`src/rtl/i2c_slave_regif_pkg.sv`:
```
// Shared types and constants for the I2C register-interface target.
package i2c_pkg;

    // Protocol FSM states of the target.
    typedef enum logic [3:0] {
        IDLE,
        DEVADDR,
        DEV_ACK,
        REGADDR,
        WR_ACK_WAIT,
        WRDATA,
        RD_LOAD,
        RDDATA,
        RD_ACK
    } state_t;

    // Meaning of the R/W bit in the address byte.
    localparam logic I2C_READ  = 1'b1;
    localparam logic I2C_WRITE = 1'b0;

    // True when the upper seven bits of an address byte select this target.
    function automatic logic addr_match(input logic [7:0] addr_byte, input logic [6:0] dev);
        return addr_byte[7:1] == dev;
    endfunction

endpackage

```
`src/rtl/i2c_slave_regif_if.sv`:
```
// Register-bank handshake between the I2C target and the register block.
interface i2c_slave_regif_if;
    logic [7:0] reg_addr;
    logic [7:0] reg_wdata;
    logic       reg_wr;
    logic       reg_rd;
    logic [7:0] reg_rdata;

    // The I2C target issues accesses.
    modport master (
        output reg_addr, reg_wdata, reg_wr, reg_rd,
        input  reg_rdata
    );

    // The register block answers them.
    modport slave (
        input  reg_addr, reg_wdata, reg_wr, reg_rd,
        output reg_rdata
    );
endinterface

```
`src/rtl/i2c_slave_regif_line_cond.sv`:
```
// SCL/SDA conditioning: synchroniser, glitch filter, edge and START/STOP detection.
module i2c_line_cond #(
    parameter int SYNC_STAGES = 2,
    parameter int FILT_LEN    = 3
) (
    input  logic clk,
    input  logic reset,
    input  logic scl_in,
    input  logic sda_in,
    output logic sda,
    output logic scl_rise,
    output logic scl_fall,
    output logic start_det,
    output logic stop_det
);

    localparam int CW = (FILT_LEN > 1) ? $clog2(FILT_LEN) : 1;

    logic [1:0] raw;
    logic [1:0] filt;
    logic [1:0] prev;

    // Bit 0 carries SCL, bit 1 carries SDA.
    assign raw = {sda_in, scl_in};

    genvar gi;
    generate
        for (gi = 0; gi < 2; gi++) begin : g_line
            logic [SYNC_STAGES-1:0] sync_reg;
            logic [CW-1:0]          cnt_reg;
            logic                   filt_reg;
            logic                   prev_reg;

            // Synchronise, then accept a new level only after FILT_LEN agreeing samples.
            always_ff @(posedge clk or negedge reset) begin
                if (!reset) begin
                    sync_reg <= '1;
                    cnt_reg  <= '0;
                    filt_reg <= 1'b1;
                    prev_reg <= 1'b1;
                end else begin
                    sync_reg <= {sync_reg[SYNC_STAGES-2:0], raw[gi]};
                    prev_reg <= filt_reg;
                    if (sync_reg[SYNC_STAGES-1] == filt_reg) begin
                        cnt_reg <= '0;
                    end else if (cnt_reg == CW'(FILT_LEN - 1)) begin
                        filt_reg <= sync_reg[SYNC_STAGES-1];
                        cnt_reg  <= '0;
                    end else begin
                        cnt_reg <= cnt_reg + 1'b1;
                    end
                end
            end

            assign filt[gi] = filt_reg;
            assign prev[gi] = prev_reg;
        end
    endgenerate

    assign sda       = filt[1];
    assign scl_rise  =  filt[0] & ~prev[0];
    assign scl_fall  = ~filt[0] &  prev[0];
    // SDA may only move while SCL is high for a START or STOP.
    assign start_det = filt[0] & prev[0] &  prev[1] & ~filt[1];
    assign stop_det  = filt[0] & prev[0] & ~prev[1] &  filt[1];

endmodule

```
`src/rtl/i2c_slave_regif.sv`:
```
// I2C target with device-address decode, auto-incrementing register pointer
// and a single-cycle register-bank handshake.
module i2c_slave_regif
    import i2c_pkg::*;
#(
    parameter logic [6:0] DEV_ADDR    = 7'h62,
    parameter int         NUM_REGS    = 16,
    parameter int         SYNC_STAGES = 2,
    parameter int         FILT_LEN    = 3
) (
    input  logic                  clk,
    input  logic                  reset,
    input  logic                  scl_in,
    input  logic                  sda_in,
    output logic                  sda_oe,
    output logic                  busy,
    i2c_slave_regif_if.master     bus
);

    localparam int PW = $clog2(NUM_REGS);

    logic sda, scl_rise, scl_fall, start_det, stop_det;

    i2c_line_cond #(
        .SYNC_STAGES(SYNC_STAGES),
        .FILT_LEN   (FILT_LEN)
    ) u_line_cond (
        .clk      (clk),
        .reset    (reset),
        .scl_in   (scl_in),
        .sda_in   (sda_in),
        .sda      (sda),
        .scl_rise (scl_rise),
        .scl_fall (scl_fall),
        .start_det(start_det),
        .stop_det (stop_det)
    );

    state_t          state_reg,     state_next;
    logic [3:0]      bit_cnt_reg,   bit_cnt_next;
    logic [7:0]      shift_reg,     shift_next;
    logic            rw_reg,        rw_next;
    logic            nack_reg,      nack_next;
    logic [PW-1:0]   ptr_reg,       ptr_next;
    logic            sda_oe_reg,    sda_oe_next;
    logic [7:0]      reg_addr_reg,  reg_addr_next;
    logic [7:0]      reg_wdata_reg, reg_wdata_next;
    logic            reg_wr_reg,    reg_wr_next;
    logic            reg_rd_reg,    reg_rd_next;
    logic            busy_reg,      busy_next;
    // [0]: strobe cycle in flight, [1]: bank data valid this cycle.
    logic [1:0]      ld_pipe_reg,   ld_pipe_next;

    function automatic logic [PW-1:0] ptr_inc(input logic [PW-1:0] p);
        return (p == PW'(NUM_REGS - 1)) ? '0 : p + 1'b1;
    endfunction

    // State and datapath registers.
    always_ff @(posedge clk or negedge reset) begin
        if (!reset) begin
            state_reg     <= IDLE;
            bit_cnt_reg   <= '0;
            shift_reg     <= '0;
            rw_reg        <= I2C_WRITE;
            nack_reg      <= 1'b0;
            ptr_reg       <= '0;
            sda_oe_reg    <= 1'b0;
            reg_addr_reg  <= '0;
            reg_wdata_reg <= '0;
            reg_wr_reg    <= 1'b0;
            reg_rd_reg    <= 1'b0;
            busy_reg      <= 1'b0;
            ld_pipe_reg   <= '0;
        end else begin
            state_reg     <= state_next;
            bit_cnt_reg   <= bit_cnt_next;
            shift_reg     <= shift_next;
            rw_reg        <= rw_next;
            nack_reg      <= nack_next;
            ptr_reg       <= ptr_next;
            sda_oe_reg    <= sda_oe_next;
            reg_addr_reg  <= reg_addr_next;
            reg_wdata_reg <= reg_wdata_next;
            reg_wr_reg    <= reg_wr_next;
            reg_rd_reg    <= reg_rd_next;
            busy_reg      <= busy_next;
            ld_pipe_reg   <= ld_pipe_next;
        end
    end

    // Next-state and output decode; START/STOP take priority over every state.
    always_comb begin
        state_next     = state_reg;
        bit_cnt_next   = bit_cnt_reg;
        shift_next     = shift_reg;
        rw_next        = rw_reg;
        nack_next      = nack_reg;
        ptr_next       = ptr_reg;
        sda_oe_next    = sda_oe_reg;
        reg_addr_next  = reg_addr_reg;
        reg_wdata_next = reg_wdata_reg;
        reg_wr_next    = 1'b0;
        reg_rd_next    = 1'b0;
        busy_next      = busy_reg;
        ld_pipe_next   = {ld_pipe_reg[0], 1'b0};

        if (stop_det) begin
            state_next   = IDLE;
            sda_oe_next  = 1'b0;
            busy_next    = 1'b0;
            bit_cnt_next = '0;
            ld_pipe_next = '0;
        end else if (start_det) begin
            state_next   = DEVADDR;
            sda_oe_next  = 1'b0;
            busy_next    = 1'b1;
            bit_cnt_next = '0;
            ld_pipe_next = '0;
        end else begin
            case (state_reg)
                IDLE: begin
                    sda_oe_next = 1'b0;
                end
                DEVADDR: begin
                    if (scl_rise) begin
                        shift_next   = {shift_reg[6:0], sda};
                        bit_cnt_next = bit_cnt_reg + 4'd1;
                    end else if (scl_fall && bit_cnt_reg == 4'd8) begin
                        bit_cnt_next = '0;
                        if (addr_match(shift_reg, DEV_ADDR)) begin
                            rw_next     = shift_reg[0];
                            sda_oe_next = 1'b1;
                            state_next  = DEV_ACK;
                        end else begin
                            state_next  = IDLE;
                        end
                    end
                end
                DEV_ACK: begin
                    // For reads the ACK stays driven until the first data bit is loaded.
                    if (scl_fall) begin
                        if (rw_reg == I2C_WRITE) begin
                            sda_oe_next = 1'b0;
                            state_next  = REGADDR;
                        end else begin
                            state_next  = RD_LOAD;
                        end
                    end
                end
                REGADDR: begin
                    if (scl_rise) begin
                        shift_next   = {shift_reg[6:0], sda};
                        bit_cnt_next = bit_cnt_reg + 4'd1;
                    end else if (scl_fall && bit_cnt_reg == 4'd8) begin
                        bit_cnt_next = '0;
                        if ({1'b0, shift_reg} < 9'(NUM_REGS)) begin
                            ptr_next    = shift_reg[PW-1:0];
                            sda_oe_next = 1'b1;
                            state_next  = WR_ACK_WAIT;
                        end else begin
                            sda_oe_next = 1'b0;
                            state_next  = IDLE;
                        end
                    end
                end
                WR_ACK_WAIT: begin
                    if (scl_fall) begin
                        sda_oe_next  = 1'b0;
                        bit_cnt_next = '0;
                        state_next   = WRDATA;
                    end
                end
                WRDATA: begin
                    // bit_cnt 0..7 data bits, 8 = waiting to ACK, 9 = ACK bit on the bus.
                    if (scl_rise) begin
                        if (bit_cnt_reg < 4'd8) begin
                            shift_next   = {shift_reg[6:0], sda};
                            bit_cnt_next = bit_cnt_reg + 4'd1;
                            if (bit_cnt_reg == 4'd7) begin
                                reg_wr_next    = 1'b1;
                                reg_addr_next  = 8'(ptr_reg);
                                reg_wdata_next = {shift_reg[6:0], sda};
                            end
                        end
                    end else if (scl_fall) begin
                        if (bit_cnt_reg == 4'd8) begin
                            sda_oe_next  = 1'b1;
                            ptr_next     = ptr_inc(ptr_reg);
                            bit_cnt_next = 4'd9;
                        end else if (bit_cnt_reg == 4'd9) begin
                            sda_oe_next  = 1'b0;
                            bit_cnt_next = '0;
                        end
                    end
                end
                RD_LOAD: begin
                    reg_rd_next     = 1'b1;
                    reg_addr_next   = 8'(ptr_reg);
                    ld_pipe_next[0] = 1'b1;
                    bit_cnt_next    = '0;
                    state_next      = RDDATA;
                end
                RDDATA: begin
                    if (ld_pipe_reg[1]) begin
                        shift_next  = bus.reg_rdata;
                        sda_oe_next = ~bus.reg_rdata[7];
                        ptr_next    = ptr_inc(ptr_reg);
                    end else if (ld_pipe_reg == 2'b00 && scl_fall) begin
                        if (bit_cnt_reg == 4'd7) begin
                            sda_oe_next  = 1'b0;
                            bit_cnt_next = '0;
                            state_next   = RD_ACK;
                        end else begin
                            shift_next   = {shift_reg[6:0], 1'b0};
                            sda_oe_next  = ~shift_reg[6];
                            bit_cnt_next = bit_cnt_reg + 4'd1;
                        end
                    end
                end
                RD_ACK: begin
                    if (scl_rise) begin
                        nack_next = sda;
                    end else if (scl_fall) begin
                        state_next = nack_reg ? IDLE : RD_LOAD;
                    end
                end
                default: begin
                    state_next  = IDLE;
                    sda_oe_next = 1'b0;
                end
            endcase
        end
    end

    assign sda_oe        = sda_oe_reg;
    assign busy          = busy_reg;
    assign bus.reg_addr  = reg_addr_reg;
    assign bus.reg_wdata = reg_wdata_reg;
    assign bus.reg_wr    = reg_wr_reg;
    assign bus.reg_rd    = reg_rd_reg;

endmodule

```
`src/flat_wrapper.sv`:
```
// flat-port wrapper written by rule: the top's interface ports become plain ports
module i2c_slave_regif_flat import i2c_pkg::*;
#(
    parameter logic [6:0] DEV_ADDR    = 7'h62,
    parameter int         NUM_REGS    = 16,
    parameter int         SYNC_STAGES = 2,
    parameter int         FILT_LEN    = 3
)
  (clk, reset, scl_in, sda_in, sda_oe, busy, bus_reg_addr, bus_reg_wdata, bus_reg_wr, bus_reg_rd, bus_reg_rdata);
  i2c_slave_regif_if bus_i ();
  input  logic clk;
  input  logic reset;
  input  logic scl_in;
  input  logic sda_in;
  output logic sda_oe;
  output logic busy;
  output wire logic [$bits(bus_i.reg_addr)-1:0] bus_reg_addr;
  output wire logic [$bits(bus_i.reg_wdata)-1:0] bus_reg_wdata;
  output wire logic [$bits(bus_i.reg_wr)-1:0] bus_reg_wr;
  output wire logic [$bits(bus_i.reg_rd)-1:0] bus_reg_rd;
  input wire logic [$bits(bus_i.reg_rdata)-1:0] bus_reg_rdata;
  assign bus_reg_addr = bus_i.reg_addr;
  assign bus_reg_wdata = bus_i.reg_wdata;
  assign bus_reg_wr = bus_i.reg_wr;
  assign bus_reg_rd = bus_i.reg_rd;
  assign bus_i.reg_rdata = bus_reg_rdata;
  i2c_slave_regif #(.DEV_ADDR(DEV_ADDR), .NUM_REGS(NUM_REGS), .SYNC_STAGES(SYNC_STAGES), .FILT_LEN(FILT_LEN)) u_core (.clk(clk), .reset(reset), .scl_in(scl_in), .sda_in(sda_in), .sda_oe(sda_oe), .busy(busy), .bus(bus_i));
endmodule
```
`config.mk`:
```
export PLATFORM = sky130hd
export DESIGN_NAME = i2c_slave_regif_flat
export DESIGN_NICKNAME = d
export VERILOG_FILES = /design/src/rtl/i2c_slave_regif_pkg.sv /design/src/rtl/i2c_slave_regif_if.sv /design/src/rtl/i2c_slave_regif_line_cond.sv /design/src/rtl/i2c_slave_regif.sv /design/src/flat_wrapper.sv
export SDC_FILE = /design/constraint.sdc
export NUM_CORES = 1
export LEC_CHECK = 0
export BUFFER_PORTS_ARGS = -buffer_cell sky130_fd_sc_hd__clkbuf_2
export CAP_MARGIN = 5
export CORE_AREA = 2 2 80 82
export CTS_CLUSTER_DIAMETER = 120
export CTS_CLUSTER_SIZE = 14
export DETAILED_ROUTE_END_ITERATION = 6
export DIE_AREA = 0 0 82 84
export PLACE_DENSITY = 0.72
export SYNTH_ARGS = -nofsm -noshare
export SYNTH_HDL_FRONTEND = slang
export SYNTH_SLANG_ARGS = --single-unit
```
`constraint.sdc`:
```
create_clock -name clk -period 3.6 [get_ports clk]
set_clock_uncertainty 0.1 [all_clocks]
set_input_delay 0.72 -clock clk [delete_from_list [all_inputs] [get_ports clk]]
set_output_delay 0.72 -clock clk [all_outputs]
set_load 0.02 [all_outputs]
```
==> results of run 1 <==
## placed cells by master (no fill, tap or decap), drive strengths merged, types with 3 or more instances in the layout
cell	Yosys	layout
mux2i	12	12
nand4	4	4
ha	4	4
nand2b	8	8
nand3	6	6
or2	3	3
xnor2	3	3
o22ai	4	4
dfrtp	43	43
nor4	4	4
clkbuf	2	32
o21ai	14	14
nor2	23	23
nor3	9	9
inv	9	11
mux2	16	16
and2	3	3
a21oi	21	21
nor2b	6	6
conb	1	4
nand2	17	17
dfstp	8	8
nor3b	4	4
or3	3	3
## through the flow
stage / hold slack (ns) / utilization (%)
floorplan: 0.245 / -
global placement: 0.246 / 50.4
detailed placement: 0.249 / 50.4
CTS: 0.185 / 52.0
global route: 0.187 / 52.0
finish: 0.185 / 52.0
## cell families (layout without fill, tap and decap cells)
family | count (synthesis) | count (layout) | share of synthesized area [%]
and+or+nand+nor | 101 | 101 | 19.1
AOI/OAI and AO/OA | 73 | 73 | 17.9
DFF | 51 | 51 | 43.6
muxes | 28 | 28 | 10.2
buffers and inverters | 27 | 46 | 5.64
xor gates and xnor gates | 5 | 5 | 1.74
adders and majority gates | 4 | 4 | 1.70
other | 1 | 4 | 0.127
## how the worst max path moves through the flow
stage	startpoint	endpoint	slack (ns)
after floorplan	u_core.bit_cnt_reg[0]$_DFFE_PN0P_	u_core.bit_cnt_reg[0]$_DFFE_PN0P_	1.56
after global placement	u_core.state_reg[1]$_DFFE_PN0P_	u_core.shift_reg[5]$_DFFE_PN0P_	1.27
after detailed placement	u_core.state_reg[0]$_DFFE_PN0P_	u_core.shift_reg[0]$_DFFE_PN0P_	1.21
after CTS	u_core.state_reg[0]$_DFFE_PN0P_	u_core.shift_reg[0]$_DFFE_PN0P_	1.19
after global routing	u_core.state_reg[0]$_DFFE_PN0P_	u_core.shift_reg[3]$_DFFE_PN0P_	0.87
final	u_core.state_reg[0]$_DFFE_PN0P_	u_core.shift_reg[0]$_DFFE_PN0P_	1.14
## area by class of cell
| type | count | area share, % |
|---|---|---|
| Inverter | 9 | 1.07 |
| Clock buffer | 5 | 2.17 |
| Tap cell | 77 | 3.04 |
| Sequential cell | 51 | 40.6 |
| Clock inverter | 3 | 0.868 |
| Multi-Input combinational cell | 215 | 47.6 |
| Timing Repair Buffer | 29 | 4.74 |
## power groups by stage
| stage | Combinational (W) | Clock [W] | Sequential, W |
|---|---|---|---|
| after detailed placement | 0.000505 | 0 | 0.000783 |
| after global placement | 0.000494 | 0 | 0.000776 |
| after floorplan | 0.000463 | 0 | 0.000719 |
| after CTS | 0.000506 | 0.000358 | 0.000772 |
| after global routing | 0.000565 | 0.000379 | 0.000792 |
| final | 0.000506 | 0.000346 | 0.000774 |
## metal layers
metal	part of all wire (%)	global-route usage [%]
met5	0	0
met4	0.73	6.67
met3	4.5	3.68
met2	50	33.7
met1	44	27.8
## worst max-delay path: stages (launching register included)
cell and delay (ns):
dfrtp_1 0.85, nand2b_1 0.23, a21o_1 0.24, a211oi_2 0.72
nor2_1 0.08, a31oi_1 0.16
==> results.json, run 1 <==
{
  "outcome": "finished, final reports clean",
  "async_reset_ff_share_pct": 100,
  "antenna_found_initial": 0,
  "htreeDepth": 2,
  "r2r-end": "u_core.shift_reg[0]$_DFFE_PN0P_",
  "globalplace.congestion": 0.958,
  "p_comb_share_pct": 31.1,
  "drc_errors": 0,
  "critPathLaunchType": "register",
  "synth_cells": 290,
  "synth.most_common_cell": "dfrtp_1",
  "leakage_nw": 1.46,
  "cts_buffer_depth": 2,
  "ys.flop_type": "dfrtp_1",
  "multi_input_area_mm2": 0.00151,
  "yosys.cell_types.count": 73,
  "cts.root.buffer_cell": "clkbuf_8",
  "timing.rr.start": "u_core.state_reg[0]$_DFFE_PN0P_",
  "synth_area_per_cell_um2": 10.2,
  "design.core.area_mm2": 0.00610,
  "pwr-share-clk_pct": 21.3,
  "tns_ns": 0,
  "seq_power_share_pct": 47.6,
  "post-cts-setup-buffers": 0,
  "required_ns": 3.73,
  "grt_pass1_vias": 2355,
  "powerDensity_mw_per_mm2": 513,
  "p_total_w": 0.00163,
  "ir_drop_uv": 380,
  "die_width_um": 82,
  "rows": 29,
  "rsz0062_at_grt": "no",
  "ctsResizeCount": 0,
  "period_minus_slack_ns": 2.46,
  "ys.warnings.count": 0,
  "clk_latency_ns": 0.30,
  "drv_cap": 0,
  "relSlewSlack_pct": 39.0,
  "synth_top_area_share_pct": 36.5,
  "fin_cells": 389,
  "hpwl_mm": 4.83,
  "netlist_top_cells_area": "dfrtp_1 (36%), dfstp_2 (7.1%), mux2_2 (6.1%)",
  "num_vias": 2291,
  "crit_fanout": 24,
  "period_share_pct": 68.2,
  "arrival_ns": 2.59,
  "clk_pin_slew_ns": 0.10,
  "worst_slew_pin_slew_ns": 0.913,
  "layout_setup_ws_ns": 1.14,
  "hold_violations": 0,
  "drtIter0Drc": 214,
  "drv_slew": 0,
  "grt_pass1_wl_mm": 11.2,
  "via_per_inst": 5.89,
  "io_buffer_count": 27,
  "setup_viol_count_final": 0,
  "nFillCells": 557,
  "ios": 32,
  "diodes": 0,
  "ys_ff_latch": 51,
  "p_switching_w": 0.000619,
  "die_area_mm2": 0.00689,
  "area_growth_pct": 7.51,
  "die_h_um": 84,
  "totalWireLength_mm": 6.42,
  "internal_power_w": 0.00101,
  "drt.antenna.violating_nets": 0,
  "regArea_mm2": 0.00129,
  "ys_top_cells_by_count": "dfrtp_1 (43), nor2_1 (23), a21oi_1 (20), mux2_2 (16), nand2_1 (16)",
  "clock-sinks": 51,
  "grt_usage_pct": 20.7,
  "cts_tree": "yes",
  "synth_edf_count": 0,
  "worstSetupEndpointType": "register",
  "placed_cell_area_mm2": 0.00307,
  "nets": 327,
  "switching_share_pct": 38.0,
  "rr_worst_depth": 5,
  "hp-class": "in2async",
  "syn_area_mm2": 0.00295,
  "synth_top_cell_by_area": "dfrtp_1",
  "ff2ff_setup_slack_ns": 1.14,
  "ys_seq_area_share_pct": 43.6,
  "dp.cells": 381,
  "critPathKind": "reg2reg",
  "cts_buffers": 5,
  "overflow": 0,
  "pre_cts_slack_ns": 1.21,
  "drive_above_1_share_pct": 25.0,
  "grt_max_degree": 25,
  "cts_hold_buf": 0,
  "initial_core_util_pct": 48.4,
  "max_freq_ghz": 0.407,
  "final_area_mm2": 0.00317,
  "avgRoutedWirePerCell_um": 16.5,
  "dr.pass1.iters": 4
}
No activity file was read; power rests on OpenSTA's default activity.
==> run 2, diff against run 1 <==
--- a/config.mk
+++ b/config.mk
@@ -12,7 +12,7 @@
 export CTS_CLUSTER_SIZE = 14
 export DETAILED_ROUTE_END_ITERATION = 6
 export DIE_AREA = 0 0 82 84
-export PLACE_DENSITY = 0.72
+export PLACE_DENSITY = 0.74
 export SYNTH_ARGS = -nofsm -noshare
 export SYNTH_HDL_FRONTEND = slang
 export SYNTH_SLANG_ARGS = --single-unit
==> constraint.sdc (replaced) <==
create_clock -name clk -period 2.2 [get_ports clk]
set_clock_uncertainty 0.1 [all_clocks]
set_input_delay 0.44 -clock clk [delete_from_list [all_inputs] [get_ports clk]]
set_output_delay 0.44 -clock clk [all_outputs]
set_load 0.02 [all_outputs]
==> results.json, run 2 (synthesis results as in run 1) <==
{
  "die_width_um": 82,
  "globalplace.congestion": 0.966,
  "diodes": 0,
  "drive_above_1_share_pct": 35.0,
  "via_per_inst": 5.82,
  "hpwl_mm": 5.34,
  "required_ns": 2.35,
  "drt.antenna.violating_nets": 0,
  "drc_errors": 0,
  "worstSetupEndpointType": "register",
  "setup_viol_count_final": 0,
  "relSlewSlack_pct": 63.8,
  "whs_ns": 0.103,
  "antenna_found_initial": 0,
  "nFillCells": 525,
  "layout_setup_ws_ns": 0.0165,
  "arrival_ns": 2.34,
  "cts_buffer_depth": 2,
  "cts_buffers": 5,
  "period_share_pct": 99.3,
  "drtIter0Drc": 202,
  "rr_worst_depth": 6,
  "timing.rr.start": "u_core.state_reg[0]$_DFFE_PN0P_",
  "fin_cells": 426,
  "outcome": "finished, final reports clean",
  "io_buffer_count": 27,
  "clk_latency_ns": 0.32,
  "initial_core_util_pct": 48.4,
  "startpoint": "u_core.state_reg[0]$_DFFE_PN0P_",
  "min_path_cells": 1,
  "design.core.area_mm2": 0.00610,
  "area_growth_pct": 20.0,
  "r2r-end": "u_core.bit_cnt_reg[3]$_DFFE_PN0P_",
  "cp-endpoint": "u_core.bit_cnt_reg[3]$_DFFE_PN0P_",
  "grt_pass1_wl_mm": 11.9,
  "worst_slew_pin_slew_ns": 0.529,
  "max_freq_ghz": 0.458,
  "totalWireLength_mm": 7.23,
  "placed_cell_area_mm2": 0.00332,
  "grt_max_degree": 33,
  "overflow": 0,
  "die_area_mm2": 0.00689,
  "crit_fanout": 10,
  "pre_cts_slack_ns": -0.0161,
  "critPathKind": "reg2reg",
  "die_h_um": 84,
  "htreeDepth": 2,
  "drv_cap": 0,
  "cts.root.buffer_cell": "clkbuf_8",
  "critPathLaunchType": "register",
  "cts_tree": "yes",
  "leakage_nw": 1.67,
  "rows": 29,
  "grt_pass1_vias": 2420,
  "p_total_w": 0.00287,
  "clock-sinks": 51,
  "dr.pass1.iters": 4,
  "avgRoutedWirePerCell_um": 17.0,
  "num_vias": 2481,
  "dp.cells": 410,
  "grt_usage_pct": 22.5,
  "hp-class": "in2reg",
  "layout_common_cells": "dfrtp_1 (42), buf_4 (35), clkbuf_2 (27)",
  "ir_drop_uv": 664,
  "ff2ff_setup_slack_ns": 0.02,
  "nets": 364,
  "period_minus_slack_ns": 2.18,
  "final_area_mm2": 0.00354,
  "final_common_cell": "dfrtp_1",
  "drv_slew": 0,
  "rsz0062_at_grt": "yes",
  "hold_violations": 0,
  "powerDensity_mw_per_mm2": 810,
  "ios": 32,
  "clk_pin_slew_ns": 0.10
}
[run 2: through the flow]
step,TNS (ns),utilization [%]
floorplan,0,-
global placement,-0.0171,54.4
global route,-0.162,58.1
CTS,0,56.4
finish,0,58.1
detailed placement,-0.0305,54.4
[run 2: worst max-delay path, cell delays in order, from the launching register on]
cell      delay, ns
dfrtp_1        0.53
buf_4          0.23
nor2b_1        0.25
o21ai_0        0.19
a311oi_1       0.31
nor3b_1        0.30
a221o_1        0.20
[run 2: repair_timing]
item / CTS / global route
pin swaps: 0 / 7
resized for setup: 3 / 10
hold endpoints to repair: 12 / 0
gates cloned: 0 / 0
endpoints found under the setup margin: 14 / 19
buffers inserted: 0 / 7
hold buffers: 1 / 0
[run 2: metal layers]
layer  vias to the layer above  track usage (%)  wire [um]
met5                         -                0          0
met3                        18             3.79        380
met1                      1212             31.0       3180
met4                         0             10.0        233
li1                       1172                -          -
met2                        79             34.4       3440
[run 2: layout make-up]
class | instances | area [um^2] | share of cell area, %
Clock inverter | 3 | 22.5 | 0.636
Sequential cell | 51 | 1290 | 36.4
Multi-Input combinational cell | 215 | 1560 | 44.1
Clock buffer | 5 | 68.8 | 1.94
Inverter | 9 | 33.8 | 0.954
Tap cell | 77 | 96.3 | 2.72
Timing Repair Buffer | 66 | 468 | 13.2
[run 2: power breakdown]
part           internal (W)  switching [W]
Clock              0.000231       0.000344
Combinational      0.000484       0.000579
Sequential          0.00107       0.000156
Total               0.00179        0.00108
[run 2: how the worst min path moves through the flow]
stage,from,endpoint,slack [ns]
4_1_cts,sda_in,u_core.u_line_cond.g_line[1].sync_reg[0]$_DFF_PN1_,0.09
5_1_grt,sda_in,u_core.u_line_cond.g_line[1].sync_reg[0]$_DFF_PN1_,0.09
6_report,sda_in,u_core.u_line_cond.g_line[1].sync_reg[0]$_DFF_PN1_,0.10
3_3_place_gp,u_core.u_line_cond.g_line[0].sync_reg[0]$_DFF_PN1_,u_core.u_line_cond.g_line[0].sync_reg[1]$_DFF_PN1_,0.25
2_1_floorplan,reset,u_core.bit_cnt_reg[0]$_DFFE_PN0P_,0.04
3_5_place_dp,u_core.u_line_cond.g_line[0].sync_reg[0]$_DFF_PN1_,u_core.u_line_cond.g_line[0].sync_reg[1]$_DFF_PN1_,0.25
==> run 3, diff against run 2 <==
--- a/config.mk
+++ b/config.mk
@@ -12,7 +12,7 @@
 export CTS_CLUSTER_SIZE = 14
 export DETAILED_ROUTE_END_ITERATION = 6
 export DIE_AREA = 0 0 82 84
-export PLACE_DENSITY = 0.74
+export PLACE_DENSITY = 0.71
 export SYNTH_ARGS = -nofsm -noshare
 export SYNTH_HDL_FRONTEND = slang
 export SYNTH_SLANG_ARGS = --single-unit
==> results.json, run 3 (synthesis results as in run 1) <==
{
  "required_ns": 2.29,
  "hold_violations": 0,
  "cts_hold_buf": 0,
  "layout_common_cells": "dfrtp_1 (42), clkbuf_2 (27), buf_4 (26)",
  "avgRoutedWirePerCell_um": 16.2,
  "clk_latency_ns": 0.31,
  "initial_core_util_pct": 48.4,
  "totalWireLength_mm": 6.75,
  "grt_max_degree": 52,
  "cts_tree": "yes",
  "nets": 355,
  "via_per_inst": 5.79,
  "cts_buffers": 5,
  "die_area_mm2": 0.00689,
  "startpoint": "u_core.bit_cnt_reg[0]$_DFFE_PN0P_",
  "layout_setup_ws_ns": 0.0466,
  "critPathLaunchType": "register",
  "powerDensity_mw_per_mm2": 816,
  "ir_drop_uv": 585,
  "cts_buffer_depth": 2,
  "drv_slew": 0,
  "diodes": 0,
  "overflow": 0,
  "drt.antenna.violating_nets": 0,
  "grt_pass1_wl_mm": 11.1,
  "cts.root.buffer_cell": "clkbuf_8",
  "num_vias": 2413,
  "rows": 29,
  "htreeDepth": 2,
  "period_share_pct": 97.9,
  "ios": 32,
  "timing.rr.start": "u_core.bit_cnt_reg[0]$_DFFE_PN0P_",
  "nFillCells": 554,
  "post-route-util_pct": 57.2,
  "period_minus_slack_ns": 2.15,
  "globalplace.congestion": 0.991,
  "crit_fanout": 5,
  "pre_cts_slack_ns": -0.0859,
  "drive_above_1_share_pct": 34.4,
  "antenna_found_initial": 0,
  "tns_ns": 0,
  "io_buffer_count": 27,
  "critPathKind": "reg2reg",
  "p_total_w": 0.00284,
  "placed_cell_area_mm2": 0.00329,
  "max_freq_ghz": 0.464,
  "leakage_nw": 1.63,
  "setup_viol_count_final": 0,
  "final_area_mm2": 0.00349,
  "dr.pass1.iters": 5,
  "clk_pin_slew_ns": 0.09,
  "worst_slew_pin_slew_ns": 0.474,
  "rr_worst_depth": 7,
  "final_common_cell": "dfrtp_1",
  "grt_usage_pct": 20.9,
  "design.core.area_mm2": 0.00610,
  "outcome": "finished, final reports clean",
  "drc_errors": 0,
  "die_width_um": 82,
  "arrival_ns": 2.25,
  "die_h_um": 84,
  "drv_cap": 0,
  "relSlewSlack_pct": 67.6,
  "worstSetupEndpointType": "register",
  "grt_pass1_vias": 2314,
  "clock-sinks": 51,
  "hpwl_mm": 4.89,
  "drtIter0Drc": 236,
  "hp-class": "in2async",
  "area_growth_pct": 18.2
}
[run 3: path summary, 6_finish.rpt]
kind / end / slack (ns)
setup / recovery: u_core.bit_cnt_reg[3]$_DFFE_PN0P_ / 0.05
hold / removal: u_core.bit_cnt_reg[2]$_DFFE_PN0P_ / 0.01
setup reg to reg: u_core.bit_cnt_reg[3]$_DFFE_PN0P_ / 0.05
hold reg to reg: u_core.u_line_cond.g_line[0].sync_reg[1]$_DFF_PN1_ / 0.26
max in group asynchronous: u_core.u_line_cond.g_line[1].sync_reg[1]$_DFF_PN1_ / 1.71
min in group clk: u_core.u_line_cond.g_line[1].sync_reg[0]$_DFF_PN1_ / 0.11
[run 3: report_power, final]
part | internal, W | total, W | switching, W | leakage, nW
sequential | 0.00107 | 0.00122 | 0.000151 | 0.633
combinational | 0.000512 | 0.00110 | 0.000588 | 0.951
clock | 0.000223 | 0.000522 | 0.000299 | 0.0412
[run 3: worst max-delay path, cell delays in order, from the launching register on]
cell and delay [ns]:
dfrtp_1 0.42, buf_4 0.15, ha_1 0.18, or2_2 0.28, a41oi_1 0.29, a32o_2 0.27, nor3b_2 0.07, a221o_1 0.29
[run 3: layout make-up]
type	count	area [um^2]	share of cell area [%]
clock buffers	6	72.6	2.08
clock inverters	2	12.5	0.359
inverters	9	33.8	0.969
multi-input cells	215	1570	45.1
flip-flops and latches	51	1290	36.9
well taps	77	96.3	2.76
repair buffers	57	410	11.8
[run 3: layer usage]
| layer | vias to the layer above | GRT usage (%) | share of wire (%) |
|---|---|---|---|
| li1 | 1152 | - | - |
| met1 | 1152 | 29.5 | 45 |
| met2 | 95 | 31.4 | 47 |
| met3 | 14 | 3.90 | 5.5 |
| met4 | 0 | 8.48 | 2.3 |
| met5 | - | 0 | 0 |
[run 3: what timing repair did]
action	CTS	global route
pin swaps	0	6
buffers inserted	0	4
gates resized for setup	2	15
endpoints found under the setup margin	5	16
gates cloned	0	0
[run 3: per-stage QoR]
stage / hold slack (ns) / std cells
final: 0.0134 / 417
after global routing: 0.0385 / 417
after detailed placement: 0.250 / 405
after floorplan: 0.0444 / 293
after global placement: 0.246 / 405
after CTS: 0.0274 / 413
